<file path="src/rtl/rt_ibex_pcs_pkg.sv">
// rt_ibex_pcs_pkg: shared types and default sizing for the rt-ibex hardware context stack.
// Contents: state_t (stack FSM states), frame_t (one saved register frame at default sizing),
// PcsAddrW / PcsDepthW (memory address and stack-pointer widths at default depth).
package rt_ibex_pcs_pkg;

    localparam int PcsNrSavedRegs   = 9;
    localparam int PcsDataWidth     = 32;
    localparam int PcsStackDepth    = 8;
    localparam int PcsIrqLevelWidth = 8;
    localparam int PcsAddrW         = $clog2(PcsStackDepth);
    localparam int PcsDepthW        = $clog2(PcsStackDepth + 1);

    typedef enum logic [1:0] {
        IDLE,
        STORE,
        RD_REQ,
        RD_RSP
    } state_t;

    typedef logic [PcsNrSavedRegs-1:0][PcsDataWidth-1:0] frame_t;

endpackage

</file>
<file path="src/rtl/rt_ibex_pcs_stack_mem.sv">
// rt_ibex_pcs_stack_mem: Depth x Width flop array with a single read/write port.
// Ports: clk_i clock; en_i port enable; we_i write (else read); addr_i word address;
//        wdata_i write data; rdata_o read data, registered (valid the cycle after a read,
//        held until the next read). Data storage is intentionally not reset.
module rt_ibex_pcs_stack_mem #(
    parameter int Depth = 8,
    parameter int Width = 288,
    parameter int AddrW = $clog2(Depth)
) (
    input  logic             clk_i,
    input  logic             en_i,
    input  logic             we_i,
    input  logic [AddrW-1:0] addr_i,
    input  logic [Width-1:0] wdata_i,
    output logic [Width-1:0] rdata_o
);

    logic [Width-1:0] mem_q [Depth];

    always_ff @(posedge clk_i) begin
        if (en_i) begin
            if (we_i) mem_q[addr_i] <= wdata_i;
            else      rdata_o       <= mem_q[addr_i];
        end
    end

endmodule

</file>
<file path="src/rtl/rt_ibex_pcs_stack.sv">
// rt_ibex_pcs_stack: hardware context stack for nested interrupts on the rt-ibex core.
// Pushes one register frame per IRQ ack and pops the top frame back on the next mret.
// Ports: clk_i / rst_ni (async, active-low); irq_ack_i + irq_level_i + store_data_i push a
//        frame (data held through STORE); next_mret_i pops; restore_data_o / restore_level_o /
//        restore_en_o return the popped frame; busy_o, full_o, empty_o, depth_o report status;
//        overflow_o / underflow_o are sticky errors cleared by clear_err_i.
// Build option: define RT_IBEX_PCS_LEVEL_TAG_EN to store the IRQ level with each frame;
//               otherwise restore_level_o reads 0.
module rt_ibex_pcs_stack
    import rt_ibex_pcs_pkg::*;
#(
    parameter int NrSavedRegs   = PcsNrSavedRegs,
    parameter int DataWidth     = PcsDataWidth,
    parameter int StackDepth    = PcsStackDepth,
    parameter int IrqLevelWidth = PcsIrqLevelWidth
) (
    input  logic                               clk_i,
    input  logic                               rst_ni,
    input  logic                               irq_ack_i,
    input  logic [IrqLevelWidth-1:0]           irq_level_i,
    input  logic [NrSavedRegs*DataWidth-1:0]   store_data_i,
    input  logic                               next_mret_i,
    output logic [NrSavedRegs*DataWidth-1:0]   restore_data_o,
    output logic [IrqLevelWidth-1:0]           restore_level_o,
    output logic                               restore_en_o,
    output logic                               busy_o,
    output logic                               full_o,
    output logic                               empty_o,
    output logic [$clog2(StackDepth+1)-1:0]    depth_o,
    output logic                               overflow_o,
    output logic                               underflow_o,
    input  logic                               clear_err_i
);

    localparam int AddrW  = $clog2(StackDepth);
    localparam int DepthW = $clog2(StackDepth + 1);
    localparam int DataW  = NrSavedRegs * DataWidth;
`ifdef RT_IBEX_PCS_LEVEL_TAG_EN
    localparam int FrameW = DataW + IrqLevelWidth;
`else
    localparam int FrameW = DataW;
`endif

    state_t            state_q, state_d;
    logic [DepthW-1:0] sp_q, sp_d;
    logic              ovf_q, ovf_d, unf_q, unf_d;
    logic              mem_en, mem_we;
    logic [AddrW-1:0]  mem_addr;
    logic [FrameW-1:0] mem_wdata, mem_rdata;

    assign full_o  = sp_q == DepthW'(StackDepth);
    assign empty_o = sp_q == '0;

    always_ff @(posedge clk_i or negedge rst_ni) begin
        if (!rst_ni) begin
            state_q <= IDLE;
            sp_q    <= '0;
            ovf_q   <= 1'b0;
            unf_q   <= 1'b0;
        end else begin
            state_q <= state_d;
            sp_q    <= sp_d;
            ovf_q   <= ovf_d;
            unf_q   <= unf_d;
        end
    end

    // Error clear is applied first so a same-cycle new error still sets the flag.
    always_comb begin
        state_d = state_q;
        sp_d    = sp_q;
        ovf_d   = ovf_q & ~clear_err_i;
        unf_d   = unf_q & ~clear_err_i;
        mem_en  = 1'b0;
        mem_we  = 1'b0;
        case (state_q)
            IDLE: begin
                if (irq_ack_i) begin
                    if (full_o) ovf_d   = 1'b1;
                    else        state_d = STORE;
                end else if (next_mret_i) begin
                    if (empty_o) unf_d   = 1'b1;
                    else         state_d = RD_REQ;
                end
            end
            STORE: begin
                mem_en  = 1'b1;
                mem_we  = 1'b1;
                sp_d    = sp_q + 1'b1;
                state_d = IDLE;
            end
            RD_REQ: begin
                mem_en  = 1'b1;
                state_d = RD_RSP;
            end
            RD_RSP: begin
                sp_d    = sp_q - 1'b1;
                state_d = IDLE;
            end
        endcase
        mem_addr = AddrW'(state_q == STORE ? sp_q : sp_q - 1'b1);
    end

    rt_ibex_pcs_stack_mem #(
        .Depth (StackDepth),
        .Width (FrameW),
        .AddrW (AddrW)
    ) u_mem (
        .clk_i   (clk_i),
        .en_i    (mem_en),
        .we_i    (mem_we),
        .addr_i  (mem_addr),
        .wdata_i (mem_wdata),
        .rdata_o (mem_rdata)
    );

    assign restore_en_o   = state_q == RD_RSP;
    assign restore_data_o = restore_en_o ? mem_rdata[DataW-1:0] : '0;
    assign busy_o         = state_q != IDLE;
    assign depth_o        = sp_q;
    assign overflow_o     = ovf_q;
    assign underflow_o    = unf_q;

`ifdef RT_IBEX_PCS_LEVEL_TAG_EN
    // The level only accompanies the ack pulse, so it is captured for the STORE write.
    logic [IrqLevelWidth-1:0] lvl_in_q, lvl_out_q;

    always_ff @(posedge clk_i or negedge rst_ni) begin
        if (!rst_ni) begin
            lvl_in_q  <= '0;
            lvl_out_q <= '0;
        end else begin
            if (state_q == IDLE && irq_ack_i) lvl_in_q <= irq_level_i;
            if (restore_en_o) lvl_out_q <= mem_rdata[FrameW-1 -: IrqLevelWidth];
        end
    end

    assign mem_wdata       = {lvl_in_q, store_data_i};
    assign restore_level_o = restore_en_o ? mem_rdata[FrameW-1 -: IrqLevelWidth] : lvl_out_q;
`else
    assign mem_wdata       = store_data_i;
    // Masking keeps the level input referenced while the tag is compiled out.
    assign restore_level_o = irq_level_i & '0;
`endif

endmodule

</file>
<file path="config.mk">
export PLATFORM = sky130hd
export DESIGN_NAME = rt_ibex_pcs_stack
export DESIGN_NICKNAME = d
export VERILOG_FILES = /design/src/rtl/rt_ibex_pcs_pkg.sv /design/src/rtl/rt_ibex_pcs_stack_mem.sv /design/src/rtl/rt_ibex_pcs_stack.sv
export SDC_FILE = /design/constraint.sdc
export NUM_CORES = 2
export LEC_CHECK = 0
export CELL_PAD_IN_SITES_DETAIL_PLACEMENT = 1
export CELL_PAD_IN_SITES_GLOBAL_PLACEMENT = 1
export CORE_ASPECT_RATIO = 1.4
export CORE_MARGIN = 1.5
export CORE_UTILIZATION = 48
export CTS_CLUSTER_DIAMETER = 80
export DETAILED_ROUTE_END_ITERATION = 8
export GPL_TIMING_DRIVEN = 0
export PLACE_DENSITY = 0.82
export SYNTH_ARGS = -nofsm -noshare
export SYNTH_HDL_FRONTEND = slang
export SYNTH_HIERARCHICAL = 1
export SYNTH_SLANG_ARGS = --single-unit
</file>
<file path="constraint.sdc">
create_clock -name clk_i -period 21.2 [get_ports clk_i]
set_input_delay 5.3 -clock clk_i [delete_from_list [all_inputs] [get_ports clk_i]]
set_output_delay 5.3 -clock clk_i [all_outputs]
set_load 0.02 [all_outputs]
</file>
After elaboration in Yosys (flattened, before gate mapping):

Memories as Yosys holds them, arrays and structs flattened. A register that Yosys moved wholly into a read port is not among the register bits.
Index checks and enable logic that the tools add are counted.

* add/subtract/negate cells: 2
* equality and inequality tests: 7
* reductions and logical operators: 8
* bitwise gates (word level): 4
* muxes and demuxes: 20

Operators by type and width (number)
* 288-bit 2-to-1 mux: 1
* 1-bit 2-to-1 mux: 12
* 3-bit inequality test (second input constant): 3
* 2-bit 2-to-1 mux: 4
* 4-bit case mux with 2 select lines: 1
* 2-bit case mux with 3 select lines: 1
* 4-bit by 1-bit adder with 4-bit output (second input constant): 1
* 2-bit equality test (second input constant): 2
* 4-bit equality test (second input constant): 1
* 4-bit zero test: 1
* 2-bit nonzero test: 2
* 2-bit OR reduction: 2
* 4-bit by 1-bit subtractor with 4-bit output (second input constant): 1
* 3-bit 2-to-1 mux: 1
* 3-bit AND reduction: 1
* 1-bit AND: 2
* 2-bit by 1-bit equality test with 1-bit output (second input constant): 1
* 2-bit zero test: 1
* 1-bit inverter: 2
* 2-bit AND reduction: 1

* output and inout port bits: 306
* bits in registers: 8
* memories kept: 1
* memory bits (writable): 2304

Memory list
* u_mem.mem_q: depth 8, width 288, rd ports 1, clocked after Yosys merged registers in 1, write ports 1, line rt_ibex_pcs_stack_mem.sv:18 `logic [Width-1:0] mem_q [Depth];`

Depth between registers and ports, before layout:

* depth in word-level cells: 6
* mapped depth: 11
* gate-level depth less buffers: 8

Cells and area by module:

The synthesis kept the hierarchy.

By module, submodules not included
* rt_ibex_pcs_stack_mem: cells an instance 3639, area each 95427.8 sq um, sequential area each 77834.6 sq um, times used 1
* rt_ibex_pcs_stack: cells an instance 385, area each 2573.7 sq um, sequential area each 200.2 sq um, times used 1

Least setup slack after synthesis:

No wires, ideal clock.

* path type: register to register
* start point: reg state_q[1]
* end point: mem u_mem.mem_q[4][0] (enable)
* data required time: 19.909 ns
* path buffers: 4
* slack: -1.311 ns
* arrival: 21.220 ns
* stages on the path, launching flop included: 11
* period minus slack after synthesis: 22.511 ns
* cell sequence: dfrtp_1 -> inv_1 -> ha_1 -> buf_2 -> nand2b_1 -> xnor2_1 -> buf_2 -> buf_2 -> buf_2 -> nand3_1 -> nor3_1

* cells in the longest elaborated chain, start to end: 5

Ends and longest elaborated chain
* from (decl): line rt_ibex_pcs_stack.sv:44 `state_t state_q, state_d;`
* from (signal assigned): line rt_ibex_pcs_stack.sv:61 `state_q <= state_d;`
* 2-bit by 1-bit equality test with 1-bit output: line rt_ibex_pcs_stack.sv:76 `case (state_q)`
* 1-bit 2-to-1 mux: line rt_ibex_pcs_stack.sv:76
* named net mem_we: line rt_ibex_pcs_stack.sv:47 `logic mem_en, mem_we;`
* 1-bit 2-to-1 mux: line rt_ibex_pcs_stack_mem.sv:22 `if (we_i) mem_q[addr_i] <= wdata_i;`
* 1-bit 2-to-1 mux: line rt_ibex_pcs_stack_mem.sv:21 `if (en_i) begin`
* 1-bit 2-to-1 mux (not written as such): line rt_ibex_pcs_stack_mem.sv:22
* to (decl): line rt_ibex_pcs_stack_mem.sv:18

The timed path passes the listed nets, and every way through them passes these cells.

Worst setup path after layout:

* start point: reg state_q[1]
* end point: out restore_data_o[3]

* cells in the longest elaborated chain, start to end: 2

Ends and longest elaborated chain
* 2-bit equality test: line rt_ibex_pcs_stack.sv:117 `assign restore_en_o = state_q == RD_RSP;`
* 288-bit 2-to-1 mux: line rt_ibex_pcs_stack.sv:118 `assign restore_data_o = restore_en_o ? mem_rdata[DataW-1:0] : '0;`
* to (decl): line rt_ibex_pcs_stack.sv:23 `output logic [NrSavedRegs*DataWidth-1:0] restore_data_o,`

No other way between the ends.

==> metrics.md <==
| Metric | Value |
|---|---|
| Status | complete, no violations |
| Crit path max fanout | 11 |
| Arrival @ worst endpoint | 4.23 ns |
| Cts repair resizes | 0 |
| Post-Syn Area per Cell | 24.4 sq um |
| Crit-path cells | ha_1, buf_4, clkbuf_1, and2_1, clkdlybuf4s50_1 |
| Fmax | 0.105 GHz |
| Max cap viols | 0 |
| CTS max path bufs | 4 |
| Setup Skew | 0.0702 ns |
| Register area share after synthesis | 79.6% |
| Root Driver | clkbuf_16 |
| Pins Over Slew Limit | 0 |
| Via/cell ratio | 5.98 |
| Layout area overhead | 21.0% |
| Cell Rows | 196 |
| Pwr dens | 165 mW/mm^2 |
| Drt drc | 0 |
| CTS sink cnt | 2600 |
| Final number of hold-violating endpoints | 0 |
| Initial DRC count | 4852 |
| CORE AREA | 0.203 sq mm |
| Crit start category | flop |
| Ports | 607 |
| Top cell type by total area after synthesis | edfxtp_1 |
| Post-Syn Area | 0.0980 sq mm |
| Hold Slack | 0.579 ns |
| Setup TNS | 0 ns |
| DR WL/cell | 34.9 microns |
| Commonest cells in the netlist | 2592 x edfxtp_1, 551 x mux4_2, 288 x and2_1, 287 x mux2_2, 49 x clkbuf_1 |
| First-pass GRT wire length | 389 mm |
| Global route total overflow | 0 |
| Critical-path top delay cell | ha_1 |
| Layout cell share with drive strength beyond 1 | 28.3% |
| Vias in the first global route | 50.7k |
| Worst hold path type | reg2reg |
| Synthesized instance count | 4024 |
| Relative slew slack | 14.4% |
| Number of nets in the layout | 5317 |
| Synth Warn # | 6 |
| Top delay family on crit path | buffers and inverters |
| First-pass DRT Iterations | 5 |
| Post-route minimum period | 9.53 ns |
| Area share of the largest cell type after synthesis | 79.4% |
| Worst Path Required | 15.90 ns |
| Setup bufs post-CTS | 0 |
| Tightest Pin Transition | 1.28 ns |
| Cell variety after synth | 36 |
| Maximum VDD drop | 0.122 mV |
| Initial Utilization | 48.2% |
| Synth Flop Type | edfxtp_1 |
| Kind of critical path | reg2out |
| H-tree depth | 4 |
| CTS buffer count | 236 |
| Routed via count | 47.3k |
| DRT antenna net count | 0 |
| Die Span Y | 538 microns |
| Initial antenna violation count | 55 |
| Port bufs | 590 |
| Gr usage total | 26.7% |
| CP max stage delay | 0.80 ns |
| Pin count of the biggest net entering global routing | 27 |
| CTS tree | built |
| Clock Latency Late Sink | 0.88 ns |
| Synth Register Bits | 2600 |
| Number of buffers and inverters on the critical path | 3 |
| Top-count cell post-synth | edfxtp_1 |
| CTS hold repair buffers | 0 |
| Clock transition at the registers of the reported paths | 0.07 ns |
| Pre-CTS setup slack | 12.49 ns |
| Final setup violation count | 0 |
| Post-synth EDFFs | 2592 |
| RSZ-0062 raised after global routing | no |
| Largest cells by area after synthesis | edfxtp_1 79%, mux4_2 13%, mux2_2 3.3% |
| Setup crit end kind | output pin |
| Pleak | 37.7 nW |
| Post-detail-place hpwl | 175 mm |
| Ys async rst share | 0.308% |
| Final WL | 276 mm |
| Period utilization | 44.9% |
| Die width | 385 microns |
| Area of the die | 0.207 sq mm |
| Gpl congestion | 0.736 |
| Final Worst Setup Slack | 11.67 ns |
-- per-layer routing --
layer	part of all wire [%]	vias to the layer above	track usage, %	wire, microns
li1	-	18900	-	-
met4	2.8	74	7.39	7590
met2	51	2531	45.3	140000
met1	37	25300	34.4	103000
met3	8.7	537	6.37	24000
met5	0.18	-	0	494
-- placed cells by master (no fill, tap or decap), drive strengths merged, types with 12 or more instances in the layout --
master            n
and2            288
buf             285
bufinv           33
clkbuf          340
clkdlybuf4s50   590
clkinv          105
clkinvlp         12
diode            27
edfxtp         2592
inv              17
mux2            287
mux4            574
-- final timing paths --
| kind | start | to | slack (ns) | cells past startpoint |
|---|---|---|---|---|
| max | state_q[1] | restore_data_o[3] | 11.67 | 5 |
| min | overflow_o | overflow_o | 0.58 | 2 |
| max reg2reg | state_q[1] | u_mem/mem_q[3][127] | 14.89 | 14 |
| min reg2reg | overflow_o | overflow_o | 0.58 | 2 |
| max in group asynchronous | rst_ni | underflow_o | 16.22 | 1 |
| min in group asynchronous | rst_ni | depth_o[1] | 4.70 | 1 |
-- worst min-delay path, cell delays in order, from the launching register on --
cell     delay [ns]
dfrtp_1        0.39
inv_1          0.07
o22ai_1        0.08
-- state kept, by name, summed over array words and instances, names as in the netlist --
register	flops
u_mem/mem_q	2304
u_mem/rdata_o	288
depth_o	4
state_q	2
overflow_o	1
underflow_o	1
-- cells by family after synthesis --
family,Yosys count,synth area share [%]
flops,2600,79.6
fa+ha+maj,7,0.0894
simple gates,320,2.01
xor+xnor,6,0.0536
buf+inv,211,1.49
mux,868,16.6
other cells,1,0.00383
compound gates,11,0.0728
-- where the power goes --
group | total, W | switching, W | internal (W)
clock | 0.00437 | 0.00192 | 0.00245
combinational | 0.00810 | 0.00435 | 0.00375
sequential | 0.00704 | 0.000224 | 0.00682
total | 0.0195 | 0.00650 | 0.0130
-- per-stage QoR --
stage          instances  total power [W]  instance area [sq um]  utilization, %
2_1_floorplan       4031           0.0125                  98000               -
3_3_place_gp        7294           0.0150                 107000            52.8
3_5_place_dp        7444           0.0152                 111000            54.5
4_1_cts             7875           0.0197                 119000            58.3
5_1_grt             7878           0.0201                 119000            58.3
6_report            7902           0.0195                 119000            58.3
-- cell type report --
type / instances / area [sq um]
antenna: 27 / 67.6
timing repair buffer: 740 / 9310
inverter: 7 / 26.3
multi-input combinational: 1220 / 18600
tap: 2673 / 3340
clock inverter: 160 / 1750
clock buffer: 271 / 6040
buffer: 204 / 1440
fill: 16700 / 84700
sequential: 2600 / 78000
(Power assumes the default switching activity.)
